### config.mk
export PLATFORM = sky130hd
export DESIGN_NAME = branch_ctrl_bht_flat
export DESIGN_NICKNAME = d
export VERILOG_FILES = /design/src/rtl/branch_ctrl_bht_if.sv /design/src/rtl/branch_ctrl_bht.sv /design/src/flat_wrapper.sv
export SDC_FILE = /design/constraint.sdc
export NUM_CORES = 1
export LEC_CHECK = 0
export BUFFER_PORTS_ARGS = -buffer_cell sky130_fd_sc_hd__clkbuf_2
export CAP_MARGIN = 20
export CORE_ASPECT_RATIO = 0.5
export CORE_MARGIN = 3
export CORE_UTILIZATION = 35
export CTS_BUF_LIST = sky130_fd_sc_hd__clkbuf_8
export CTS_CLUSTER_DIAMETER = 40
export DETAILED_ROUTE_END_ITERATION = 16
export PLACE_DENSITY = 0.62
export SYNTH_ARGS = -nofsm -noshare
export SYNTH_HDL_FRONTEND = slang
export SYNTH_SLANG_ARGS = --single-unit
### constraint.sdc
create_clock -name clk -period 2.8 [get_ports clk]
set_input_delay 0.28 -clock clk [delete_from_list [all_inputs] [get_ports clk]]
set_output_delay 0.28 -clock clk [all_outputs]
set_load 0.01 [all_outputs]
### src/rtl/branch_ctrl_bht_if.sv
// Decode/fetch-side bundle between the pipeline and the branch resolver/predictor.
// The master is the pipeline; the slave is branch_ctrl_bht.
interface branch_ctrl_bht_if #(
  parameter int WIDTH = 16,
  parameter int CNT_W = 16
);
  logic [WIDTH-1:0] fetch_pc;
  logic             pred_taken;
  logic             dec_valid;
  logic [15:0]      dec_instr;
  logic [WIDTH-1:0] dec_pc;
  logic [WIDTH-1:0] dec_rs;
  logic             dec_pred_taken;
  logic             stall;
  logic             pc_sel;
  logic             is_bj;
  logic             is_cond;
  logic             mispredict;
  logic [CNT_W-1:0] br_cnt;
  logic [CNT_W-1:0] mp_cnt;

  modport master (
    output fetch_pc, dec_valid, dec_instr, dec_pc, dec_rs, dec_pred_taken, stall,
    input  pred_taken, pc_sel, is_bj, is_cond, mispredict, br_cnt, mp_cnt
  );

  modport slave (
    input  fetch_pc, dec_valid, dec_instr, dec_pc, dec_rs, dec_pred_taken, stall,
    output pred_taken, pc_sel, is_bj, is_cond, mispredict, br_cnt, mp_cnt
  );
endinterface

### src/rtl/branch_ctrl_bht.sv
// Decode-stage branch/jump resolver with a PC-indexed 2-bit BHT and saturating
// branch/mispredict counters.
//
// BHT entry state | meaning
// ----------------+----------------
// 2'b00           | strong not-taken
// 2'b01           | weak not-taken (reset value)
// 2'b10           | weak taken
// 2'b11           | strong taken
module branch_ctrl_bht #(
  parameter int WIDTH   = 16,
  parameter int IDX_W   = 4,
  parameter int CNT_W   = 16,
  parameter int PRED_EN = 1
) (
  input  logic              clk,
  input  logic              rst,
  branch_ctrl_bht_if.slave  bus
);
  localparam int         DEPTH   = 2 ** IDX_W;
  localparam logic [1:0] WEAK_NT = 2'b01;

  logic [1:0]       bht [DEPTH];
  logic [4:0]       opcode;
  logic             is_cond_op;
  logic             is_jump_op;
  logic             taken;
  logic             upd_en;
  logic [IDX_W-1:0] fetch_idx;
  logic [IDX_W-1:0] dec_idx;
  logic [CNT_W-1:0] br_cnt_q;
  logic [CNT_W-1:0] mp_cnt_q;
  logic             unused_pc_bits;

  always_comb begin
    opcode     = bus.dec_instr[15:11];
    is_cond_op = 1'b0;
    is_jump_op = 1'b0;
    taken      = 1'b0;
    casez (opcode)
      5'b01100: begin is_cond_op = 1'b1; taken = (bus.dec_rs == '0);    end
      5'b01101: begin is_cond_op = 1'b1; taken = (bus.dec_rs != '0);    end
      5'b01110: begin is_cond_op = 1'b1; taken =  bus.dec_rs[WIDTH-1];  end
      5'b01111: begin is_cond_op = 1'b1; taken = ~bus.dec_rs[WIDTH-1];  end
      5'b001??: is_jump_op = 1'b1;
      default:  ;
    endcase
  end

  assign bus.is_cond    = bus.dec_valid & is_cond_op;
  assign bus.is_bj      = bus.dec_valid & (is_cond_op | is_jump_op);
  assign bus.pc_sel     = bus.dec_valid & (is_jump_op | (is_cond_op & taken));
  assign bus.mispredict = bus.is_cond & (taken != bus.dec_pred_taken) & ~rst;

  // Reset has priority in the sequential blocks, so it is not folded in here.
  assign upd_en = bus.is_cond & ~bus.stall;

  // Instructions are halfword aligned, so PC bit 0 never selects an entry.
  assign fetch_idx = bus.fetch_pc[IDX_W:1];
  assign dec_idx   = bus.dec_pc[IDX_W:1];
  assign unused_pc_bits = ^{bus.fetch_pc[WIDTH-1:IDX_W+1], bus.fetch_pc[0],
                            bus.dec_pc[WIDTH-1:IDX_W+1], bus.dec_pc[0]};

  assign bus.pred_taken = (PRED_EN != 0) && bht[fetch_idx][1];

  always_ff @(posedge clk) begin
    if (rst) begin
      for (int i = 0; i < DEPTH; i++) bht[i] <= WEAK_NT;
    end else if (upd_en && (PRED_EN != 0)) begin
      if (taken) begin
        if (bht[dec_idx] != 2'b11) bht[dec_idx] <= bht[dec_idx] + 2'd1;
      end else begin
        if (bht[dec_idx] != 2'b00) bht[dec_idx] <= bht[dec_idx] - 2'd1;
      end
    end
  end

  always_ff @(posedge clk) begin
    if (rst) begin
      br_cnt_q <= '0;
      mp_cnt_q <= '0;
    end else if (upd_en) begin
      if (br_cnt_q != '1) br_cnt_q <= br_cnt_q + 1'b1;
      if (bus.mispredict && (mp_cnt_q != '1)) mp_cnt_q <= mp_cnt_q + 1'b1;
    end
  end

  assign bus.br_cnt = br_cnt_q;
  assign bus.mp_cnt = mp_cnt_q;
endmodule
### src/flat_wrapper.sv
// flat-port wrapper written by rule: the top's interface ports become plain ports
module branch_ctrl_bht_flat 
#(
  parameter int WIDTH   = 16,
  parameter int IDX_W   = 4,
  parameter int CNT_W   = 16,
  parameter int PRED_EN = 1
)
  (clk, rst, bus_fetch_pc, bus_dec_valid, bus_dec_instr, bus_dec_pc, bus_dec_rs, bus_dec_pred_taken, bus_stall, bus_pred_taken, bus_pc_sel, bus_is_bj, bus_is_cond, bus_mispredict, bus_br_cnt, bus_mp_cnt);
  branch_ctrl_bht_if #(.WIDTH(WIDTH), .CNT_W(CNT_W)) bus_i ();
  input  logic clk;
  input  logic rst;
  input wire logic [$bits(bus_i.fetch_pc)-1:0] bus_fetch_pc;
  input wire logic [$bits(bus_i.dec_valid)-1:0] bus_dec_valid;
  input wire logic [$bits(bus_i.dec_instr)-1:0] bus_dec_instr;
  input wire logic [$bits(bus_i.dec_pc)-1:0] bus_dec_pc;
  input wire logic [$bits(bus_i.dec_rs)-1:0] bus_dec_rs;
  input wire logic [$bits(bus_i.dec_pred_taken)-1:0] bus_dec_pred_taken;
  input wire logic [$bits(bus_i.stall)-1:0] bus_stall;
  output wire logic [$bits(bus_i.pred_taken)-1:0] bus_pred_taken;
  output wire logic [$bits(bus_i.pc_sel)-1:0] bus_pc_sel;
  output wire logic [$bits(bus_i.is_bj)-1:0] bus_is_bj;
  output wire logic [$bits(bus_i.is_cond)-1:0] bus_is_cond;
  output wire logic [$bits(bus_i.mispredict)-1:0] bus_mispredict;
  output wire logic [$bits(bus_i.br_cnt)-1:0] bus_br_cnt;
  output wire logic [$bits(bus_i.mp_cnt)-1:0] bus_mp_cnt;
  assign bus_i.fetch_pc = bus_fetch_pc;
  assign bus_i.dec_valid = bus_dec_valid;
  assign bus_i.dec_instr = bus_dec_instr;
  assign bus_i.dec_pc = bus_dec_pc;
  assign bus_i.dec_rs = bus_dec_rs;
  assign bus_i.dec_pred_taken = bus_dec_pred_taken;
  assign bus_i.stall = bus_stall;
  assign bus_pred_taken = bus_i.pred_taken;
  assign bus_pc_sel = bus_i.pc_sel;
  assign bus_is_bj = bus_i.is_bj;
  assign bus_is_cond = bus_i.is_cond;
  assign bus_mispredict = bus_i.mispredict;
  assign bus_br_cnt = bus_i.br_cnt;
  assign bus_mp_cnt = bus_i.mp_cnt;
  branch_ctrl_bht #(.WIDTH(WIDTH), .IDX_W(IDX_W), .CNT_W(CNT_W), .PRED_EN(PRED_EN)) u_core (.clk(clk), .rst(rst), .bus(bus_i));
endmodule
==> impl_metrics.ini <==
[outcome]
status = finished clean

[synth]
synth_edf_count = 32
netlist.area_leader.share_pct = 26.20
synth.area.top_cells = edfxtp_1 (26%), dfxtp_1 (17%), mux4_2 (8.0%), nor2_1 (3.8%), mux2_2 (3.4%)
synth_cells = 355
yosysSeqAreaShare_pct = 43.67
ys.flop_type = edfxtp_1
synth_warnings = 0
synth-async-reset-ratio_pct = 0
yosysTopAreaCell = edfxtp_1
syn_nets = 426
synth.distinct_cells = 51
ys_ff_latch = 64
synth_area_um2 = 3667
syn_avg_cell_area_um2 = 10.33

[timing]
final_max_slew_viol_count = 0
min_period_ps = 2709
slew_headroom_pct = 55.35
tightest_slew_ps = 669.8
finalCritPeriodShare_pct = 96.76
rsz0062_at_grt = yes
hold_viol_final = 0
setup_viol = 0
max_freq_mhz = 369.1
finalClockSkew_ps = 7.063
tns_ps = 0

[job]
drv_cap = 0

[floorplanning]
initial_core_util_pct = 37.34
dieArea_um2 = 11820
die_w_um = 150.8
pin_count = 106
rows = 25
die_h_um = 78.38
core-area_um2 = 9822

[grt]
antenna_found_initial = 0
grt_max_degree = 48
grt_overflow = 0
grt_pass1_wl_mm = 14.66
gr-usage-all-layers_pct = 15.79
grt_pass1_vias = 2976

[setup_path]
path_delay_family = simple AND/OR/NAND/NOR gates
cp_slowest_stage_delay_ps = 570
crit_buf_inv = 1
path_max_fanout = 16
critical_path.startpoint_type = flip-flop
cp_slowest_cell = or4_4
endpoint_kind = flip-flop
critPathKind = flip-flop to flip-flop
crit_arrival_ps = 2760
crit_path_cell_trace = mux4_2, and2_1, or4_4, and2_4, mux2i_2, buf_4, a41o_1
cp.required_ps = 2850

[clock_network]
cts_sinks = 64
clock_path_buffers = 2
tritoncts = done
htree_levels = 3
clock_latency_ps = 340
cts_hold_buf = 0
root_buffer = clkbuf_8
cts.clk_slew.worst_paths_ps = 70
numCtsBuffers = 9

[detailed_routing]
drc = 0
antenna_left = 0
routed_wl_mm = 9.171
via_count = 3143
via_per_inst = 5.363
drt-pass1-iter-count = 4
drt_iter0_markers = 167
wl_per_cell_um = 15.65

[power_and_ir_drop]
vdd_drop_max_mv = 0.2120
p_per_area_nw_per_um2 = 484.6
p_total_mw = 2.219
total_leakage_power_nw = 1.673

[placed_design]
place.gp.congestion = 0.8089
place_inst = 570
hpwlAfterDp_mm = 6.851
port_buffers = 70

[final_layout]
final_cells = 586
area_delta_synth_final_pct = 24.84
fin_nets = 517
diodes = 0
fin_util_pct = 46.61
layout-drive-gt1-share_pct = 33.04

[worst_hold_path]
hold_class = input pin to flip-flop
## sequential cells by signal, summed over array words and instances, names as in the netlist
signal and flops:
u_core.bht 32, u_core.bus.br_cnt 16, u_core.bus.mp_cnt 16
## Yosys cell counts (all sizes together), types with 2 or more instances
library cell,number
nand2,15
nor3b,3
nor2,37
mux2,13
nand4,14
dfxtp,32
a21boi,4
a41o,8
xor2,8
o211ai,4
or4,3
and3,5
nand4b,2
nor3,14
a22oi,2
inv,4
nor4,18
xnor2,7
clkbuf,13
buf,6
and2,6
mux4,13
a31o,8
nand3,24
nand2b,4
or3,4
ha,2
nor2b,14
and4,5
mux2i,4
a21o,3
o21ai,3
edfxtp,32
a21oi,11
## worst paths after layout
check	start	to	slack, ps	cells after the start
worst max-delay path	u_core.bht[11][0]	u_core.bht[6][1]	90	7
worst min-delay path	bus_dec_pc[2]	u_core.bht[7][0]	380	2
worst max register to register	u_core.bht[11][0]	u_core.bht[6][1]	90	7
worst min register to register	u_core.bus.br_cnt[7]	u_core.bus.br_cnt[7]	510	2
## stage by stage
stage          hold slack [ps]  setup slack [ps]  instance area, um^2
2_1_floorplan            510.6             19.50                 3667
3_3_place_gp             491.5            -116.2                 4318
3_5_place_dp             503.5            -188.5                 4318
4_1_cts                  350.9             7.407                 4572
5_1_grt                  379.8            -18.42                 4578
6_report                 375.7             90.79                 4578
## cell type report
cell class / count / area (um^2)
multi-input cells: 267 / 1967
inverters: 5 / 18.77
clock buffers: 11 / 151.4
well taps: 135 / 168.9
clock inverters: 5 / 102.6
fillers: 966 / 5244
flip-flops and latches: 64 / 1602
repair buffers: 99 / 568.0
## placed cells by master (no fill, tap or decap), types with 5 or more instances in the layout
cell type / netlist / layout
clkbuf_2: 0 / 70
dfxtp_1: 32 / 32
mux2_2: 11 / 11
nor3_1: 14 / 14
and3_1: 5 / 5
a21oi_1: 11 / 11
nor2b_1: 14 / 14
a41o_1: 8 / 8
and4_1: 5 / 5
a31o_1: 8 / 8
xor2_1: 8 / 8
nor2_1: 37 / 37
nand2_1: 15 / 15
clkbuf_8: 0 / 11
nand4_1: 14 / 14
nand3_1: 24 / 24
buf_4: 0 / 29
mux4_2: 13 / 13
xnor2_1: 7 / 7
nor4_1: 16 / 15
edfxtp_1: 32 / 32
## layer usage
metal | wire [um] | vias to the layer above | GRT usage (%)
met5 | 0 | - | 0
met4 | 49 | 0 | 4.973
met3 | 456 | 4 | 4.556
met2 | 4331 | 72 | 24.81
met1 | 4334 | 1505 | 21.07
li1 | - | 1562 | -
## report_power, final
group | switching (mW) | total (mW) | internal, mW
clock | 0.363 | 1.00 | 0.638
sequential | 0.00433 | 0.993 | 0.988
combinational | 0.128 | 0.224 | 0.0967
## logic make-up (layout without fill, tap and decap cells)
logic type,count (synthesis),count (layout),synth area share (%)
compound gates,49,49,10.17
flops,64,64,43.67
simple gates,171,171,25.76
xor+xnor,15,15,3.583
mux,30,30,13.17
buf+inv,24,120,2.968
fa+ha+maj,2,2,0.6823
## what timing repair did
item | 4_1_cts | 5_1_grt
endpoints found under the hold margin | 0 | 0
gates resized for setup | 0 | 1
endpoints found under the setup margin | 0 | 8
setup buffers | 0 | 0
(Power assumes the default switching activity.)
